--- src/rtl/bcd2bin_seq_pkg.sv ---
// Shared constants and state encoding for the sequential BCD-to-binary converter.
package bcd2bin_seq_pkg;

   localparam int DIGIT_W    = 4;
   localparam int DIGIT_MAX  = 9;
   localparam int ADJ_THRESH = 8;
   localparam int ADJ_CONST  = 3;

   typedef enum logic [1:0] {
      ST_IDLE  = 2'd0,
      ST_SHIFT = 2'd1,
      ST_DONE  = 2'd2
   } state_t;

endpackage

--- src/rtl/bcd_digit_adj.sv ---
// One BCD digit correction step of reverse double-dabble: subtract 3 when >= 8.
module bcd_digit_adj
   import bcd2bin_seq_pkg::*;
(
   input  logic [DIGIT_W-1:0] digit_i,
   output logic [DIGIT_W-1:0] digit_o
);

   always_comb begin
      digit_o = digit_i;
      if (digit_i >= DIGIT_W'(ADJ_THRESH)) begin
         digit_o = digit_i - DIGIT_W'(ADJ_CONST);
      end
   end

endmodule

--- src/rtl/bcd2bin_seq.sv ---
// Sequential packed-BCD to binary converter, one result bit per clock.
// Flags non-decimal digits and values that do not fit in BIN_W bits.
module bcd2bin_seq
   import bcd2bin_seq_pkg::*;
#(
   parameter int DIGITS = 3,
   parameter int BIN_W  = 8
) (
   input  logic                      clk,
   input  logic                      rst,
   input  logic                      start,
   input  logic [DIGIT_W*DIGITS-1:0] bcd,
   output logic                      ready,
   output logic                      valid,
   output logic [BIN_W-1:0]          bin,
   output logic                      err,
   output logic [1:0]                dbg_state
);

   // Handshake: start/bcd are taken on a rising edge only while ready=1;
   // valid is a one-cycle pulse and bin/err stay put until the next result.

   localparam int BCD_W = DIGIT_W * DIGITS;
   localparam int SR_W  = BCD_W + BIN_W;
   localparam int CNT_W = (BIN_W > 1) ? $clog2(BIN_W) : 1;

   state_t             state_q, state_d;
   logic [CNT_W-1:0]   cnt_q, cnt_d;
   logic [SR_W-1:0]    sr_q, sr_d;
   logic [BIN_W-1:0]   bin_q, bin_d;
   logic               err_q, err_d;

   logic [SR_W-1:0]    sr_shift;
   logic [SR_W-1:0]    sr_adj;
   logic [BCD_W-1:0]   residual;
   logic [DIGITS-1:0]  bad_digit;

   assign sr_shift = sr_q >> 1;
   assign sr_adj[BIN_W-1:0] = sr_shift[BIN_W-1:0];

   for (genvar g = 0; g < DIGITS; g++) begin : g_digit
      bcd_digit_adj u_adj (
         .digit_i (sr_shift[BIN_W + g*DIGIT_W +: DIGIT_W]),
         .digit_o (sr_adj[BIN_W + g*DIGIT_W +: DIGIT_W])
      );
      assign bad_digit[g] = (bcd[g*DIGIT_W +: DIGIT_W] > DIGIT_W'(DIGIT_MAX));
   end

   // After the last shift the BCD field holds floor(value / 2^BIN_W).
   assign residual = sr_adj[SR_W-1:BIN_W];

   always_comb begin
      state_d = state_q;
      cnt_d   = cnt_q;
      sr_d    = sr_q;
      bin_d   = bin_q;
      err_d   = err_q;
      case (state_q)
         ST_IDLE: begin
            if (start) begin
               if (|bad_digit) begin
                  state_d = ST_DONE;
                  bin_d   = '0;
                  err_d   = 1'b1;
               end else begin
                  state_d = ST_SHIFT;
                  sr_d    = {bcd, {BIN_W{1'b0}}};
                  cnt_d   = '0;
               end
            end
         end
         ST_SHIFT: begin
            sr_d  = sr_adj;
            cnt_d = cnt_q + CNT_W'(1);
            if (cnt_q == CNT_W'(BIN_W - 1)) begin
               state_d = ST_DONE;
               err_d   = |residual;
               bin_d   = (|residual) ? '0 : sr_adj[BIN_W-1:0];
            end
         end
         ST_DONE: begin
            state_d = ST_IDLE;
         end
         default: begin
            state_d = ST_IDLE;
         end
      endcase
   end

   always_ff @(posedge clk or posedge rst) begin
      if (rst) begin
         state_q <= ST_IDLE;
         cnt_q   <= '0;
         sr_q    <= '0;
         bin_q   <= '0;
         err_q   <= 1'b0;
      end else begin
         state_q <= state_d;
         cnt_q   <= cnt_d;
         sr_q    <= sr_d;
         bin_q   <= bin_d;
         err_q   <= err_d;
      end
   end

   assign ready     = (state_q == ST_IDLE);
   assign valid     = (state_q == ST_DONE);
   assign bin       = bin_q;
   assign err       = err_q;
   assign dbg_state = state_q;

endmodule
--- config.mk ---
export PLATFORM = sky130hd
export DESIGN_NAME = bcd2bin_seq
export DESIGN_NICKNAME = d
export VERILOG_FILES = /design/src/rtl/bcd2bin_seq_pkg.sv /design/src/rtl/bcd_digit_adj.sv /design/src/rtl/bcd2bin_seq.sv
export SDC_FILE = /design/constraint.sdc
export NUM_CORES = 1
export LEC_CHECK = 0
export CORE_MARGIN = 1
export CORE_UTILIZATION = 57
export CTS_CLUSTER_DIAMETER = 120
export DETAILED_ROUTE_END_ITERATION = 8
export PLACE_DENSITY = 0.94
export SETUP_SLACK_MARGIN = 0.05
export SLEW_MARGIN = 20
export SYNTH_ARGS = -nofsm -noshare
export SYNTH_HDL_FRONTEND = slang
export SYNTH_SLANG_ARGS = --single-unit
--- constraint.sdc ---
create_clock -name clk -period 6.35 [get_ports clk]
set_input_delay 1.27 -clock clk [delete_from_list [all_inputs] [get_ports clk]]
set_output_delay 1.27 -clock clk [all_outputs]
set_load 0.05 [all_outputs]
=== Word level (Yosys, flattened, before mapping) ===
Cells that the tools add are included.

* Word-level logic and storage cells: 51
* Register bits: 34

* Mux-type cells: 22
* Equal/unequal tests: 7
* Reductions and logical operators: 7
* $lt $le $gt $ge: 6
* Add/subtract/negate cells: 4

{| class="wikitable"
|+ Operators with widths
! cell !! count
|-
| $mux 20 || 2
|-
| $pmux 20 s2 || 1
|-
| $mux 8 || 4
|-
| $pmux 8 s2 || 1
|-
| $gt 4x4->1 const B || 3
|-
| $mux 4 || 3
|-
| $reduce_or 12->1 || 1
|-
| $ge 4x4->1 const B || 2
|-
| $sub 4x2->4 const B || 2
|-
| $mux 2 || 3
|-
| $mux 3 || 2
|-
| $ne 2x2->1 const B || 3
|-
| $pmux 3 s2 || 1
|-
| $ge 3x4->1 const B || 1
|-
| $pmux 2 s2 || 1
|-
| $reduce_and 4->1 || 1
|-
| $sub 3x2->4 const B || 1
|-
| $add 3x1->3 const B || 1
|-
| $eq 3x3->1 const B || 1
|-
| $mux 1 || 3
|-
| $reduce_and 3->1 || 1
|-
| $reduce_or 3->1 || 1
|-
| $eq 2x1->1 const B || 1
|-
| $eq 2x2->1 const B || 1
|-
| other kinds (5) || 5
|}

=== Depth between registers and ports, before layout ===
* Depth in word-level cells: 6
* Depth in mapped cells: 7
* Gate-level depth less buffers: 6

=== Hierarchy ===
Synthesis repeated with hierarchy kept, for this count alone.

* Cell total of the unflattened synthesis: 170
* Area total of the unflattened synthesis: 1720.4 sq um

{| class="wikitable"
|+ Modules (own cells, without submodules)
! module !! seq. area each (sq um) !! instances !! area each (sq um) !! cells each
|-
| bcd2bin_seq || 825.8 || 1 || 1491.4 || 137
|-
| bcd_digit_adj || 0.0 || 3 || 76.3 || 11
|}

=== Least setup slack after synthesis ===
Ideal clock, no wire load.

* Kind: flip-flop to output port
* Start point: register state_q[1] (netlist: dbg_state[1])
* End point: output port valid
* Setup slack: 3585 ps
* Buffers on the path: 0
* Stages on the path, launching flop included: 2
* Arrival time: 1495 ps
* Cell sequence: dfrtp_1 > nor2b_1

* Cells in the longest elaborated chain, start to end: 1

{| class="wikitable"
|+ RTL lines
! item !! RTL line !! text
|-
| start: declaration || bcd2bin_seq.sv:27 || <nowiki>state_t state_q, state_d;</nowiki>
|-
| start signal: assignment || bcd2bin_seq.sv:98 || <nowiki>state_q <= state_d;</nowiki>
|-
| $eq 2x2->1 || bcd2bin_seq.sv:107 || <nowiki>assign valid = (state_q == ST_DONE);</nowiki>
|-
| end: declaration || bcd2bin_seq.sv:14 || <nowiki>output logic valid,</nowiki>
|}

No other way between the ends.

=== Final worst setup path ===
Ends and elaborated chain as after synthesis.

==> results.sh <==
export IMPL_max_slew_margin=0.4038
export IMPL_die_x_microns=56.94
export IMPL_yosysUniqueCellTypes=35
export IMPL_n_antenna_cell=0
export IMPL_vdd_ir_drop_max_uv=251.4
export IMPL_cts_root_buf="clkbuf_4"
export IMPL_worst_slew_pin_slew_ns=0.8943
export IMPL_core_sq_um=2805
export IMPL_path_cells="nor2b_1 > clkdlybuf4s50_1"
export IMPL_nNetsFinal=217
export IMPL_drt_iter0_drc=73
export IMPL_layout_commonest_cell="dfrtp_1"
export IMPL_wl_microns=3746
export IMPL_maxCapViolations=0
export IMPL_clkSinkCount=33
export IMPL_cts_reportedPaths_clkPinSlew_ns=0.10
export IMPL_violations="DRC"
export IMPL_hold_path_class="reg2reg"
export IMPL_cts_tree="yes"
export IMPL_globalRoute_totalOverflow=0
export IMPL_status="finished with violations"
export IMPL_antenna_found_initial=0
export IMPL_postSynthAreaPerCell_sq_um=10.06
export IMPL_n_fill_cell=196
export IMPL_grt_setup_unrepaired="no"
export IMPL_ant_nets=0
export IMPL_post_route_period_util=0.4940
export IMPL_synth_top_cell_area_share=0.4800
export IMPL_period_needed_ns=3.137
export IMPL_p_total_uw=847.8
export IMPL_hpwl_microns=2712
export IMPL_clockBufferDepth=2
export IMPL_critPathKind="reg2out"
export IMPL_cp_start_kind="register"
export IMPL_tns_ns=0
export IMPL_syn_inst=171
export IMPL_ys_ff_latch=33
export IMPL_h_tree_depth=2
export IMPL_drc=4
export IMPL_p_per_area_nw_per_um2=416.7
export IMPL_insertion_delay_ns=0.35
export IMPL_syn_area_sq_um=1720
export IMPL_setup_viol=0
export IMPL_fp_row_count=19
export IMPL_skew_ns=0.01619
export IMPL_grtUsageTotal=0.2653
export IMPL_drv_slew=0
export IMPL_final_cell_mix="33 x dfrtp_1, 27 x clkdlybuf4s50_1, 19 x o21ai_0"
export IMPL_crit_fanout=8
export IMPL_clock_fmax_ghz=0.3188
export IMPL_end_kind="primary output"
export IMPL_total_leakage_power_nw=0.8885
export IMPL_final_cell_count_no_fill=228
export IMPL_die_h_microns=56.94
export IMPL_cts_setup_buffers=0
export IMPL_grt_first_pass_wirelength_microns=6458
export IMPL_postCtsHoldBufs=0
export IMPL_synth_area_leaders="dfrtp_1 48%, o21ai_0 5.5%, ha_1 4.4%"
export IMPL_finalHoldViolations=0
export IMPL_grt_max_degree=34
export IMPL_cpMaxStageDelayCell="clkdlybuf4s50_1"
export IMPL_routedWlPerCell_microns=16.43
export IMPL_globalplace_congestion=0.8602
export IMPL_post_cts_resized=0
export IMPL_cpPeakStageDelay_ns=0.81
export IMPL_vias=1363
export IMPL_grt_pass1_vias=1380
export IMPL_arrival_ns=1.87
export IMPL_io_buffers=27
export IMPL_drt_first_pass_iters=6
export IMPL_syn_num_nets=192
export IMPL_dp_cells=220
export IMPL_yosys_area_top_type="dfrtp_1"
export IMPL_start_util=0.6133
export IMPL_ios=28
export IMPL_dieArea_sq_um=3242
export IMPL_required_ns=5.08
export IMPL_vias_per_cell=5.978
export IMPL_ys_warn_count=0
export IMPL_cts_buffers=5
export IMPL_drive_above_1_share=0.07107
export IMPL_layout_area_overhead_vs_synth_pct=18.25
export IMPL_ys_seq_area_frac=0.4800
worst paths after layout:
path	start	end	slack (ns)	cells after the start
hold reg to reg	sr_q[2]	sr_q[2]	0.49	2
setup reg to reg	cnt_q[0]	err	3.97	6
min in group asynchronous	rst	sr_q[10]	1.31	3
hold / removal	sr_q[2]	sr_q[2]	0.49	2
max in group asynchronous	rst	cnt_q[2]	4.73	3
setup / recovery	dbg_state[1]	valid	3.21	2
kinds of logic (layout without fill, tap and decap cells):
kind of cell    count (synthesis)  after routing  share of synthesized area
mux                             8              8                    0.04727
xor+xnor                        4              4                    0.02036
flops                          33             33                     0.4800
buf+inv                        24             50                    0.06836
fa+ha+maj                       6              6                    0.04364
simple gates                   48             48                     0.1593
compound gates                 48             48                     0.1811
worst max-delay path, delay by kind of cell (launching register included):
kind / cells / cell delay [ns]
AND/OR/NAND/NOR: 1 / 0.19
buffers and inverters: 1 / 0.81
flip-flops: 1 / 0.53
synth_stat cells:
master and number:
a211oi_1 1, a21bo_1 1, a21o_1 1, a21oi_1 6
a22o_1 2, a2bb2oi_1 1, a41oi_2 1, and2_1 1
buf_2 4, buf_6 3, clkbuf_1 3, dfrtp_1 33
ha_1 6, inv_1 14, mux2_2 1, mux2i_1 7
nand2_1 18, nand2b_1 2, nand3_1 8, nand4_1 1
nand4_4 1, nand4b_1 1, nor2_1 8, nor2b_1 4
nor3b_2 1, nor4_4 1, o21a_1 3, o21ai_0 19
o21ai_1 2, o22ai_1 1, o31ai_1 8, o32a_1 2
or4_4 1, or4bb_1 1, xnor2_1 4
routing by layer:
metal / share of wire / global-route usage / up-vias
li1: - / - / 644
met1: 0.45 / 0.3614 / 656
met2: 0.49 / 0.4202 / 52
met3: 0.045 / 0.04989 / 11
met4: 0.021 / 0.1150 / 0
met5: 0 / 0 / -
metrics by stage:
stage          setup WS, ns  utilization  hold WS (ns)  area [sq um]
2_1_floorplan         3.585            -        0.4498          1720
3_5_place_dp          2.925       0.7029        0.4704          1972
3_3_place_gp          2.982       0.7029        0.4651          1972
5_1_grt               3.097       0.7252        0.5257          2034
6_report              3.213       0.7252        0.4921          2034
4_1_cts               3.211       0.7212        0.4941          2023
final cells by class:
type | instances | area, sq um | area share
Sequential cell | 33 | 825.8 | 0.4059
Tap cell | 31 | 38.79 | 0.01907
Inverter | 14 | 52.55 | 0.02583
Timing Repair Buffer | 28 | 277.8 | 0.1365
Clock buffer | 6 | 41.29 | 0.02030
Multi-Input combinational cell | 114 | 788.3 | 0.3875
Clock inverter | 2 | 10.01 | 0.004920
registers in the layout, indices dropped and copies added (netlist names):
register and count:
cnt_q 3, err 1, sr_q 19, bin 8
dbg_state 2
power breakdown:
part	internal (mW)	switching, mW
registers	0.278	0.0861
clock network	0.0422	0.0745
logic	0.147	0.220
total	0.468	0.380
No activity file was read; power rests on OpenSTA's default activity.
